### config.mk
export PLATFORM = sky130hd
export DESIGN_NAME = sort_stream_collector
export DESIGN_NICKNAME = d
export VERILOG_FILES = /design/src/rtl/sort_stream_collector.sv
export SDC_FILE = /design/constraint.sdc
export NUM_CORES = 1
export LEC_CHECK = 0
export BUFFER_PORTS_ARGS = -buffer_cell sky130_fd_sc_hd__clkbuf_2
export CORE_UTILIZATION = 55
export DETAILED_ROUTE_END_ITERATION = 8
export PLACE_DENSITY = 0.75
export SETUP_SLACK_MARGIN = 0.15
export SKIP_LAST_GASP = 1
export SYNTH_ARGS = -nofsm -noshare
export SYNTH_HDL_FRONTEND = slang
export SYNTH_SLANG_ARGS = --single-unit
### constraint.sdc
create_clock -name clk -period 8.16 [get_ports clk]
set_input_delay 1.632 -clock clk [delete_from_list [all_inputs] [get_ports clk]]
set_output_delay 1.632 -clock clk [all_outputs]
set_load 0.01 [all_outputs]
### src/rtl/sort_stream_collector.sv
// Captures fixed-length frames from the sorter output stream, checks ordering, sums
// samples and publishes each completed frame into a ping-pong buffer for readback.
module sort_stream_collector #(
  parameter int N_ELEM = 8,
  parameter int DATA_W = 8,
  parameter int CNT_W  = 16,
  localparam int AW    = $clog2(N_ELEM),
  localparam int SW    = DATA_W + AW
) (
  input  logic              clk,
  input  logic              rst_n,
  input  logic              s_valid,
  input  logic [DATA_W-1:0] s_data,
  output logic              frame_done,
  output logic              frame_abort,
  output logic              sort_err,
  output logic [AW-1:0]     err_idx,
  output logic [SW-1:0]     frame_sum,
  output logic [CNT_W-1:0]  frame_cnt,
  output logic              busy,
  input  logic [AW-1:0]     rd_addr,
  output logic [DATA_W-1:0] rd_data
);

  localparam logic [AW-1:0] LAST_IDX = AW'(N_ELEM - 1);
  localparam logic [AW:0]   N_LIM    = (AW+1)'(N_ELEM);

  typedef enum logic {IDLE, COLLECT} state_t;

  state_t            state;
  logic [DATA_W-1:0] bank [2][N_ELEM];
  logic              wbank;
  logic [AW-1:0]     idx;
  logic [AW-1:0]     err_pos;
  logic [DATA_W-1:0] prev;
  logic [SW-1:0]     sum;
  logic              err;

  logic              last;
  logic              desc;
  logic              rd_in_range;
  logic [SW-1:0]     sum_next;

  assign last        = (idx == LAST_IDX);
  assign desc        = (s_data < prev);
  assign rd_in_range = ({1'b0, rd_addr} < N_LIM);
  assign sum_next    = sum + SW'(s_data);

  always_ff @(posedge clk) begin
    if (!rst_n) begin
      state       <= IDLE;
      wbank       <= 1'b0;
      idx         <= '0;
      err_pos     <= '0;
      prev        <= '0;
      sum         <= '0;
      err         <= 1'b0;
      frame_done  <= 1'b0;
      frame_abort <= 1'b0;
      sort_err    <= 1'b0;
      err_idx     <= '0;
      frame_sum   <= '0;
      frame_cnt   <= '0;
      busy        <= 1'b0;
      rd_data     <= '0;
      for (int b = 0; b < 2; b++)
        for (int i = 0; i < N_ELEM; i++)
          bank[b][i] <= '0;
    end else begin
      frame_done  <= 1'b0;
      frame_abort <= 1'b0;
      // Read bank is always the one not being written; a swap is visible on the next read.
      rd_data     <= rd_in_range ? bank[~wbank][rd_addr] : '0;
      case (state)
        IDLE: begin
          if (s_valid) begin
            bank[wbank][0] <= s_data;
            idx            <= AW'(1);
            prev           <= s_data;
            sum            <= SW'(s_data);
            err            <= 1'b0;
            err_pos        <= '0;
            busy           <= 1'b1;
            state          <= COLLECT;
          end
        end
        COLLECT: begin
          if (s_valid) begin
            bank[wbank][idx] <= s_data;
            idx              <= idx + 1'b1;
            prev             <= s_data;
            sum              <= sum_next;
            if (desc && !err) begin
              err     <= 1'b1;
              err_pos <= idx;
            end
            if (last) begin
              // Publish using the final sample's contribution directly.
              frame_done <= 1'b1;
              sort_err   <= err | desc;
              err_idx    <= err ? err_pos : (desc ? idx : '0);
              frame_sum  <= sum_next;
              frame_cnt  <= frame_cnt + 1'b1;
              wbank      <= ~wbank;
              busy       <= 1'b0;
              state      <= IDLE;
            end
          end else begin
            frame_abort <= 1'b1;
            busy        <= 1'b0;
            state       <= IDLE;
          end
        end
        default: begin
          busy  <= 1'b0;
          state <= IDLE;
        end
      endcase
    end
  end

endmodule

After elaboration in Yosys (flattened, before gate mapping) --
Memory sizes are Yosys's and may differ from the RTL's. Index checks and enable logic that the tools add are counted.
Word-level totals: flip-flop bits (word level) 70, output and inout bits 42, input bits 14, memory bits (writable) 128, memories 1, logic and storage cells 101
Cells by class: $lt $le $gt $ge 4, eq/ne operators 5, multiplexer cells 50, add/sub/neg operators 3, reduce and logical (&&, ||, !) cells 10, bitwise operators 13
Memories:
- bank | depth 2, bits a word 64, read ports 1, clocked after memory_dff 0, write ports 2, line 31 | logic [DATA_W-1:0] bank [2][N_ELEM];
Operators by type and width (number):
- two-way mux 64 bit | 3
- OR reduction 64 bit | 1
- two-way mux 8 bit | 4
- two-way mux 1 bit | 26
- binary-select mux 8 bit (select 3 bit) | 1
- demux 8 bit (select 3 bit) | 1
- two-way mux 11 bit | 2
- one-hot mux 11 bit (2 select lines) | 1
- two-way mux 3 bit | 7
- adder 16 x 1 -> 16 bit (second input constant) | 1
- one-hot mux 3 bit (2 select lines) | 2
- adder 11 x 8 -> 11 bit | 1
- OR 1 bit | 9
- AND reduction 3 bit | 3
- greater-or-equal comparator 4 bit (second input constant) | 2
- < comparator 8 bit | 1
- inverter 3 -> 4 bit | 2
- one-hot mux 1 bit (2 select lines) | 3
- AND reduction 2 bit | 3
- < comparator 4 x 1 -> 1 bit (second input constant) | 1
- != test 2 bit (second input constant) | 2
- adder 3 x 1 -> 3 bit (second input constant) | 1
- == test 3 bit (second input constant) | 1
- != test 3 x 2 -> 1 bit (second input constant) | 1
- other kinds (4) | 6

Longest topological paths before layout --
word-level depth 9, depth in mapped cells 7, depth with buffers taken out 7

Least setup slack after synthesis --
No wires, ideal clock.
path type input-to-reg, start point input s_valid, end point memory bank[1][40] in the netlist's numbering (enable), slack 4.295 ns, required time 7.762 ns, arrival 3.467 ns, cell stages on the path 5, setup time 0.398 ns, path buffers 3, cells stage by stage clkbuf_1 > buf_2 > clkbuf_1 > nand3_1 > o41ai_1
RTL lines:
- start, declared | line 12 | input logic s_valid,
- end, declared | line 31

==> impl.org <==
** Power and ir drop
- Summed over all cells, the static leakage comes to 3.719 nW.
- In this run the power density over the cells is 210.1 mW/mm².
- IR analysis of the VDD net gives a maximum drop of 0.1784 mV.

** GRT
- Congestion Overflow GR :: 0
- Via count of the first global-routing pass :: 5490
- Maximum number of pins on one net before global-route repair :: 54
- Wire length of the first global-routing pass :: 30710 µm
- The number of antenna violations at the first check in global routing is 0.
- Total routing resource utilization after global routing :: 25.40%

** Yosys
- Adder-cell area share of the yosys netlist :: 2.746%
- For this run, the register share of the synthesized area comes to 58.73%.
- Proportion of synthesized area in mux cells :: 11.77%
- The cell count after synthesis came out at 691.
- Netlist area before placement :: 0.008931 mm²
- Fraction of registers with async set or reset after synthesis :: 0%
- Counting flops with a built-in enable in the synthesized netlist gives 128.
- Synthesis produced a netlist with a net count of 724.
- Summing the areas of all and, or, nand and nor instances in the mapped netlist gives 14.96% of the synthesized area.
- Synth Register Bits :: 198
- After synthesis, the largest family of logic cells by area is simple AND/OR/NAND/NOR gates.
- The Yosys step of the flow raised 0 warnings.
- Compound-gate portion of the synthesized area :: 6.935%
- Top flip-flop cell by instance count after synthesis :: edfxtp_1
- Avg Cell Area, Syn :: 12.92 µm²
- Post-synth cell types :: 56
- XOR/XNOR Fraction of Synth Area :: 1.961%

** Timing
- The final count of pins violating max slew was 0.
- Measured slew at the worst slew-check pin :: 1.319 ns
- Sum of negative setup slack :: 0 ns
- Number of setup violations in the final report :: 0
- Subtracting the final worst setup slack from the clock period gives 4.247 ns.
- In the finished design, the share of the clock period the worst path needs comes to 52.04%.
- Rel. slew slack :: 11.14%
- Highest Clock Rate :: 235.5 MHz
- Setup repair after global routing left no endpoint under its margin.
- The final hold violation count was 0.
- Worst clock skew :: 0.009397 ns

** Place
- Once placement finished, the instance area stood at 0.009324 mm².
- Half-perimeter wire length of the detailed placement result :: 13470 µm
- GPL Wtd Cong :: 0.8243
- Input and output buffers added on the ports amount to 55.

** Detailed routing
- Initial drt markers :: 640
- Vias :: 5751
- For this block, the routed nets add up to 19820 µm of wire.
- Wirelength per Cell :: 20.73 µm
- Via density per instance :: 6.016
- Number of design rule violations left after detail routing :: 0
- In this run the remaining antenna-violating nets after routing total 0.
- Before antenna repair, the detailed router went through 5 iterations.

** Min path
- Worst hold-check path type :: flop to flop
- Counting instances, the worst hold path has a depth of 2.

** Clock tree
- Root buffer cell :: clkbuf_16
- CTS max path bufs :: 2
- Count of cells resized by post-cts repair :: 0
- CTS tree :: yes
- Setup bufs post-CTS :: 0
- Counting every sink on the clock net gives 198.
- Number of buffers inserted during clock tree synthesis :: 17
- After clock tree synthesis, the clock-pin slew on the worst setup and hold paths is 0.07 ns.
- H-tree lvl count :: 4
- Hold_buf cts :: 0
- The later pin in the worst-skew pair is clocked with a latency of 0.44 ns.

** Worst setup path
- Data required time at the worst endpoint :: 8.25 ns
- CP arrival :: 4.34 ns
- The worst setup path is captured at a flop.
- The worst setup path is launched from an input pin.
- In this run the register-to-register setup slack is 4.89 ns.
- Along the worst path, the maximum fanout reaches 53.
- Type of the setup path with the least slack :: input pin to flop
- The worst register-to-register path has a depth of 5.

** Layout
- Number of fill cells in the layout :: 1203
- 0 antenna diodes ended up in the layout.
- Most used cells in the layout excluding fill and tap cells :: 128 x edfxtp_1, 82 x and2_1, 69 x dfxtp_1, 55 x clkbuf_2, 40 x mux4_2
- Relative to the synthesized area, the layout overhead comes to 10.45%.
- Finished layout cell area :: 0.009864 mm²
- Cells with a size suffix above 1 make up 18.51% of the layout.
- The net count of the finished layout is 760.
- Leading cell type in the layout, fill and taps excluded :: edfxtp_1

** Die
- Number of primary I/O pins :: 56
- In this run the horizontal extent of the chip is 129.4 µm.
- The die is 129.4 µm tall.
- Cell Rows :: 46
- Initial Util :: 56.22%
- The die covers 0.01675 mm².
- Area of the core :: 0.01589 mm²

** Run status
- The run finished with clean final reports.

** Run
- Number of violations of the max-capacitance limit :: 0
[metal layers]
metal / track usage [%] / up-vias / wire (µm)
li1: - / 2621 / -
met3: 5.078 / 44 / 1445
met1: 34.45 / 2837 / 8323
met4: 11.83 / 0 / 680
met5: 0 / - / 0
met2: 39.78 / 249 / 9365
[cells in the mapped netlist, types with 3 or more instances]
| library cell | instances | share of area, % |
|---|---|---|
| ha_1 | 18 | 2.5 |
| nand2b_1 | 7 | 0.49 |
| o21ai_0 | 27 | 1.5 |
| inv_1 | 22 | 0.92 |
| xnor2_1 | 11 | 1.1 |
| and2_1 | 82 | 5.7 |
| o211ai_1 | 3 | 0.25 |
| a21boi_0 | 7 | 0.59 |
| nand4_1 | 10 | 0.70 |
| edfxtp_1 | 128 | 43 |
| mux2i_1 | 15 | 1.7 |
| or2_2 | 3 | 0.21 |
| a31oi_1 | 3 | 0.21 |
| and3_1 | 6 | 0.42 |
| a21o_1 | 5 | 0.42 |
| a221oi_1 | 3 | 0.29 |
| a21oi_1 | 17 | 0.95 |
| a211oi_1 | 4 | 0.34 |
| xor2_1 | 9 | 0.88 |
| buf_2 | 3 | 0.17 |
| nor2b_1 | 16 | 1.1 |
| nor3_1 | 7 | 0.39 |
| clkbuf_1 | 29 | 1.2 |
| nand2_1 | 39 | 1.6 |
| o31a_1 | 3 | 0.29 |
| buf_1 | 5 | 0.21 |
| nor2_1 | 34 | 1.4 |
| o211a_1 | 3 | 0.34 |
| mux4_2 | 40 | 10 |
| nand3_1 | 21 | 1.2 |
| buf_4 | 3 | 0.25 |
| dfxtp_1 | 70 | 16 |
| and4_1 | 3 | 0.29 |
[report_power, final]
part	switching, mW	total [mW]	internal [mW]
sequential	0.0199	1.13	1.11
combinational	0.0994	0.166	0.0662
clock	0.379	0.775	0.396
[state kept, by name, indices dropped and copies added, names as in the netlist]
name	count
bank	128
err_idx	3
frame_abort	1
err	1
err_pos	3
state	1
frame_cnt	16
rd_data	8
sort_err	1
busy	1
sum	11
prev	8
frame_done	1
idx	3
wbank	1
frame_sum	11
[per-stage QoR]
| stage | setup WS (ns) | util [%] | instances | hold WS, ns | total power [mW] |
|---|---|---|---|---|---|
| finish | 3.913 | 62.10 | 956 | 0.4739 | 2.072 |
| CTS | 3.905 | 62.10 | 956 | 0.4738 | 2.080 |
| detailed placement | 3.463 | 58.70 | 924 | 0.4631 | 1.318 |
| global route | 3.638 | 62.10 | 956 | 0.4958 | 2.135 |
| floorplan | 4.295 | - | 691 | 0.4470 | 1.259 |
| global placement | 3.712 | 58.70 | 924 | 0.4623 | 1.309 |
[final cells by class]
type	instances	area (µm²)	share of cell area, %
clock buffer	17	425.4	4.313
clock inverter	15	115.1	1.167
inverter	22	82.58	0.8371
multi-input combinational	430	3427	34.74
sequential	198	5246	53.18
tap	216	270.3	2.740
timing repair buffer	58	297.8	3.019
[critical path, cell delays in order]
cell	delay (ns)
clkbuf_2	0.64
buf_4	0.54
nand3_1	0.15
or2_2	0.35
nor3_1	0.56
nand2b_1	0.43
[final timing paths]
path / start / endpoint
max: rst_n / bank[0][51]
min: frame_sum[7] / frame_sum[7]
max reg2reg: state / bank[0][51]
min reg2reg: frame_sum[7] / frame_sum[7]
[logic make-up (layout without fill, tap and decap cells)]
family / after synthesis / in the layout
flops: 198 / 198
xor+xnor: 20 / 20
simple gates: 243 / 243
buf+inv: 63 / 112
mux: 55 / 55
compound gates: 93 / 93
fa+ha+maj: 19 / 19
Power figures use the tool's default switching activity.
